[config.mk]
export PLATFORM = sky130hd
export DESIGN_NAME = uart_rx_fifo
export DESIGN_NICKNAME = d
export VERILOG_FILES = /design/src/rtl/uart_rx_fifo.sv
export SDC_FILE = /design/constraint.sdc
export NUM_CORES = 1
export LEC_CHECK = 0
export BUFFER_PORTS_ARGS = -buffer_cell sky130_fd_sc_hd__buf_2
export CAP_MARGIN = 20
export CORE_MARGIN = 5
export CORE_UTILIZATION = 66
export DETAILED_ROUTE_END_ITERATION = 16
export PLACE_DENSITY = 0.95
export SYNTH_ARGS = -nofsm -noshare
export SYNTH_HDL_FRONTEND = slang
export SYNTH_SLANG_ARGS = --single-unit
[constraint.sdc]
create_clock -name clk -period 6.5 [get_ports clk]
set_input_delay 1.3 -clock clk [delete_from_list [all_inputs] [get_ports clk]]
set_output_delay 1.3 -clock clk [all_outputs]
set_load 0.005 [all_outputs]
[src/rtl/uart_rx_fifo.sv]
// 8N1 UART receiver feeding a first-word fall-through byte FIFO.
// The line is oversampled at div clocks per bit; the FSM state is exported on dbg_state.
module uart_rx_fifo #(
  parameter int div   = 4,
  parameter int depth = 16
) (
  input  logic                     clk,
  input  logic                     rst,
  input  logic                     rx,
  output logic                     rd_valid,
  output logic [7:0]               rd_data,
  input  logic                     rd_ready,
  output logic [$clog2(depth):0]   count,
  output logic                     frame_err,
  output logic                     overrun,
  output logic [2:0]               dbg_state
);

  localparam int TW = $clog2(div) + 1;
  localparam int PW = $clog2(depth);
  localparam int CW = PW + 1;

  localparam logic [TW-1:0] DIV_T      = TW'(div);
  localparam logic [TW-1:0] HALF_T     = TW'(div / 2);
  localparam logic [TW-1:0] TIMER_ONE  = TW'(1);
  localparam logic [PW-1:0] PTR_ONE    = PW'(1);
  localparam logic [CW-1:0] CNT_ONE    = CW'(1);
  localparam logic [CW-1:0] DEPTH_C    = CW'(depth);

  typedef enum logic [2:0] {
    S_IDLE      = 3'd0,
    S_START     = 3'd1,
    S_DATA      = 3'd2,
    S_STOP      = 3'd3,
    S_WAIT_IDLE = 3'd4
  } state_e;

  // Handshake: the head byte moves on any rising edge where rd_valid && rd_ready;
  // rd_data is stable while rd_valid is high and not popped; rd_ready when empty is ignored.

  logic          rx_meta_q, rx_s_q;
  state_e        state_q, state_d;
  logic [TW-1:0] timer_q, timer_d;
  logic [2:0]    bitcnt_q, bitcnt_d;
  logic [7:0]    shift_q, shift_d;
  logic          tick;
  logic          push;
  logic          stop_bad;

  logic [7:0]    mem [depth];
  logic [PW-1:0] wr_ptr_q, rd_ptr_q;
  logic [CW-1:0] count_q;
  logic          frame_err_q, overrun_q;
  logic          pop;
  logic          wr_en;

  // Two-flop synchroniser; resets to the idle-high line level.
  always_ff @(posedge clk) begin
    if (rst) begin
      rx_meta_q <= 1'b1;
      rx_s_q    <= 1'b1;
    end else begin
      rx_meta_q <= rx;
      rx_s_q    <= rx_meta_q;
    end
  end

  always_ff @(posedge clk) begin
    if (rst) begin
      state_q  <= S_IDLE;
      timer_q  <= '0;
      bitcnt_q <= '0;
      shift_q  <= '0;
    end else begin
      state_q  <= state_d;
      timer_q  <= timer_d;
      bitcnt_q <= bitcnt_d;
      shift_q  <= shift_d;
    end
  end

  // A sample is taken on the edge where the down-counter would pass from 1 to 0.
  assign tick = (timer_q == TIMER_ONE);

  always_comb begin
    state_d  = state_q;
    timer_d  = timer_q;
    bitcnt_d = bitcnt_q;
    shift_d  = shift_q;
    push     = 1'b0;
    stop_bad = 1'b0;
    case (state_q)
      S_IDLE: begin
        if (!rx_s_q) begin
          timer_d = HALF_T;
          state_d = S_START;
        end
      end
      S_START: begin
        if (tick) begin
          if (!rx_s_q) begin
            timer_d  = DIV_T;
            bitcnt_d = '0;
            state_d  = S_DATA;
          end else begin
            state_d = S_IDLE;
          end
        end else begin
          timer_d = timer_q - TIMER_ONE;
        end
      end
      S_DATA: begin
        if (tick) begin
          shift_d = {rx_s_q, shift_q[7:1]};
          timer_d = DIV_T;
          if (bitcnt_q == 3'd7) begin
            state_d = S_STOP;
          end else begin
            bitcnt_d = bitcnt_q + 3'd1;
          end
        end else begin
          timer_d = timer_q - TIMER_ONE;
        end
      end
      S_STOP: begin
        if (tick) begin
          if (rx_s_q) begin
            push    = 1'b1;
            state_d = S_IDLE;
          end else begin
            stop_bad = 1'b1;
            state_d  = S_WAIT_IDLE;
          end
        end else begin
          timer_d = timer_q - TIMER_ONE;
        end
      end
      S_WAIT_IDLE: begin
        // Hold off until the line returns high so a break is not read as 0x00 bytes.
        if (rx_s_q) begin
          state_d = S_IDLE;
        end
      end
      default: begin
        state_d = S_IDLE;
      end
    endcase
  end

  assign pop   = (count_q != '0) && rd_ready;
  // A full FIFO still accepts a byte when the consumer frees a slot in the same cycle.
  assign wr_en = push && ((count_q < DEPTH_C) || pop);

  always_ff @(posedge clk) begin
    if (rst) begin
      wr_ptr_q    <= '0;
      rd_ptr_q    <= '0;
      count_q     <= '0;
      frame_err_q <= 1'b0;
      overrun_q   <= 1'b0;
    end else begin
      if (wr_en) begin
        wr_ptr_q <= wr_ptr_q + PTR_ONE;
      end
      if (pop) begin
        rd_ptr_q <= rd_ptr_q + PTR_ONE;
      end
      if (wr_en && !pop) begin
        count_q <= count_q + CNT_ONE;
      end else if (pop && !wr_en) begin
        count_q <= count_q - CNT_ONE;
      end
      frame_err_q <= stop_bad;
      overrun_q   <= push && !wr_en;
    end
  end

  always_ff @(posedge clk) begin
    if (wr_en) begin
      mem[wr_ptr_q] <= shift_q;
    end
  end

  assign rd_valid  = (count_q != '0);
  assign rd_data   = mem[rd_ptr_q];
  assign count     = count_q;
  assign frame_err = frame_err_q;
  assign overrun   = overrun_q;
  assign dbg_state = state_q;

endmodule

==> metrics.yaml <==
clock-sinks: 166
core_area_mm2: 0.0101
port-buffer-count: 22
post-route-min-period_ps: 3810
start_util: 0.666
status: "completed"
tightest_slew_ps: 1070
via_per_inst: 6.37
cp.arrival_ps: 2510
start_kind: "flop"
synthTopCellsByArea: "edfxtp_1, dfxtp_1, mux4_2"
placementRows: 37
die_y_um: 111
final_nets: 459
power.share.switching: 0.262
path_cells: "buf_4 -> mux4_2 -> a22oi_1 -> nand2_1 -> buf_2"
worstPathMaxFanout: 32
cts-resized-gates: 0
crit_slowest_cell: "mux4_2"
synth_async_sr_flop_share: 0
fmax_mhz: 262
dr_wl_met3_um: 977
postRouteWirelength_mm: 14.2
finalHoldViolations: 0
top_layer: "met4"
reg2reg_depth: 10
htree_levels: 4
cp.required_ps: 5200
syn_area_per_cell_um2: 16.2
fp.dieArea_mm2: 0.0124
ys_ff_latch: 166
synth_flop_cell: "edfxtp_1"
skew_ps: 15.4
antenna_cells: 0
wl_per_cell_um: 24.1
dpl.hpwl_mm: 8.52
p_comb_frac: 0.161
final_layout_size_suffix_gt1_frac: 0.225
grt_max_degree: 38
slowest_delay_ps: 610
synth_nets: 437
grt_util_all_layers: 0.246
wl_met2_mm: 7.45
hold-path-cell-count: 1
synth.most_common_cell: "edfxtp_1"
maxCapViolCount: 0
route.vias.total: 3750
seq_power_share: 0.468
yosysWarnings: 0
criticalPathCategory: "flop to output port"
clockBufferDepth: 2
finalCritPeriodShare: 0.587
gp_congestion: 0.845
end_kind: "output port"
hold_class: "flop to flop"
firstDrtPassIters: 6
pwr-share-clk: 0.371
drc: 0
synthToLayoutAreaGrowth_pct: 11.3
synth_largest_area_cell: "edfxtp_1"
fin_total_pwr_uw: 2550
synth-edff-count: 128
power.density_mw_per_mm2: 340
grt_overflow_total: 0
cts_root_buffer: "clkbuf_8"
synth_top_area_frac: 0.569
ys_seq_area_frac: 0.682
grt_pass1_vias: 3904
drv_slew: 0
switching_power_uw: 668
grt_pass1_wl_mm: 22.5
drt-met1-wl_mm: 5.53
num_io_pins: 23
antenna_left: 0
fillers: 588
postCtsHoldBufs: 0
antenna_found_initial: 0
p_int_uw: 1880
max-vdd-ir-drop_mv: 0.219
r2r_slack_ps: 3400
max_slew_margin: 0.284
yosys-top-cells-count: "edfxtp_1, nor2_1, dfxtp_1, mux4_2, nand2_1"
syn_inst: 418
worstSkewPairLatency_ps: 540
cts_buffers: 17
synth.distinct_cells: 52
cts_tree: "yes"
die_w_um: 111
leakage_uw: 0.00264
clkTransAtPathRegs_ps: 70
fin_setup_tns_ps: 0
post_cts_buffers: 0
rsz0062_at_grt: "false"
syn_area_mm2: 0.00675
drtIter0Drc: 422
setup_violations: 0
-- per-stage QoR --
step           area, µm²  worst slack, ps  utilization  hold WS [ps]  cells
3_3_place_gp        6930             2950        0.683           391    554
5_1_grt             7510             2490        0.741           428    589
6_report            7510             2690        0.741           410    589
2_1_floorplan       6750             3240            -           389    418
3_5_place_dp        6930             2830        0.683           394    554
4_1_cts             7490             2620        0.739           411    586
-- worst paths after layout --
path / to / startpoint
min reg2reg: rx_s_q$_SDFF_PP1_ / rx_meta_q$_SDFF_PP1_
min: rx_s_q$_SDFF_PP1_ / rx_meta_q$_SDFF_PP1_
max: rd_data[2] / flop
max reg2reg: count[4]$_SDFFE_PP0P_ / timer_q[0]$_SDFFE_PP0P_
-- power by group through the flow --
| stage | Clock, µW | Sequential [µW] | Combinational (µW) |
|---|---|---|---|
| final | 945 | 1190 | 411 |
| after floorplan | 0 | 1190 | 326 |
| after CTS | 958 | 1190 | 416 |
| after global routing | 1020 | 1200 | 454 |
| after global placement | 0 | 1210 | 394 |
| after detailed placement | 0 | 1220 | 406 |
-- cell usage in the layout (no fill, tap or decap), drive strengths merged, types with 3 or more instances in the layout --
cell type	netlist	layout
nand2	18	18
o211ai	3	3
nor2b	6	6
xnor2	3	3
dfxtp	38	38
buf	12	24
mux4	32	32
nand3	4	4
a211oi	3	3
nor3b	4	4
nor2	44	44
inv	8	11
a21oi	10	10
a31oi	4	4
xor2	7	7
ha	14	14
nor3	10	10
o21ai	3	3
mux2i	10	10
nand2b	3	3
clkbuf	11	19
a22oi	16	16
edfxtp	128	128
nand3b	4	4
clkinv	0	10
-- sequential cells by signal, summed over array words and instances (netlist names), 3 cells and up, named ones only --
signal / flops
mem: 128
bitcnt_q: 3
shift_q: 8
dbg_state: 3
rd_ptr_q: 4
wr_ptr_q: 4
timer_q: 3
count: 5
-- per-layer routing --
metal  global-route usage  vias up
li1                     -     1663
met1                0.323     1884
met2                0.412      180
met3               0.0611       23
met4               0.0714        0
met5                    0        -
-- layout make-up --
cell class,count,area (µm²),share of cell area
clock buffer,17,414,0.0551
clock inverter,15,151,0.0202
inverter,8,30.0,0.00400
multi-input combinational,221,2000,0.267
sequential,166,4610,0.613
tap,136,170,0.0227
timing repair buffer,26,135,0.0180
-- logic make-up (layout without fill, tap and decap cells) --
group                    count (synthesis)  in the layout  share of synthesized area
multiplexers                            44             44                      0.125
adder cells (fa/ha/maj)                 15             15                     0.0289
flip-flops                             166            166                      0.682
buffers and inverters                   31             66                     0.0211
AO/OA/AOI/OAI                           48             48                     0.0497
XOR/XNOR                                10             10                     0.0130
AND/OR/NAND/NOR                        104            104                     0.0804
-- worst max-delay path: cells and delay by family, from the launching register on --
family	cells	cell delay, ps
compound gates	1	320
buf+inv	2	640
flops	1	310
mux	1	610
simple gates	1	80
Power figures use the tool's default switching activity.
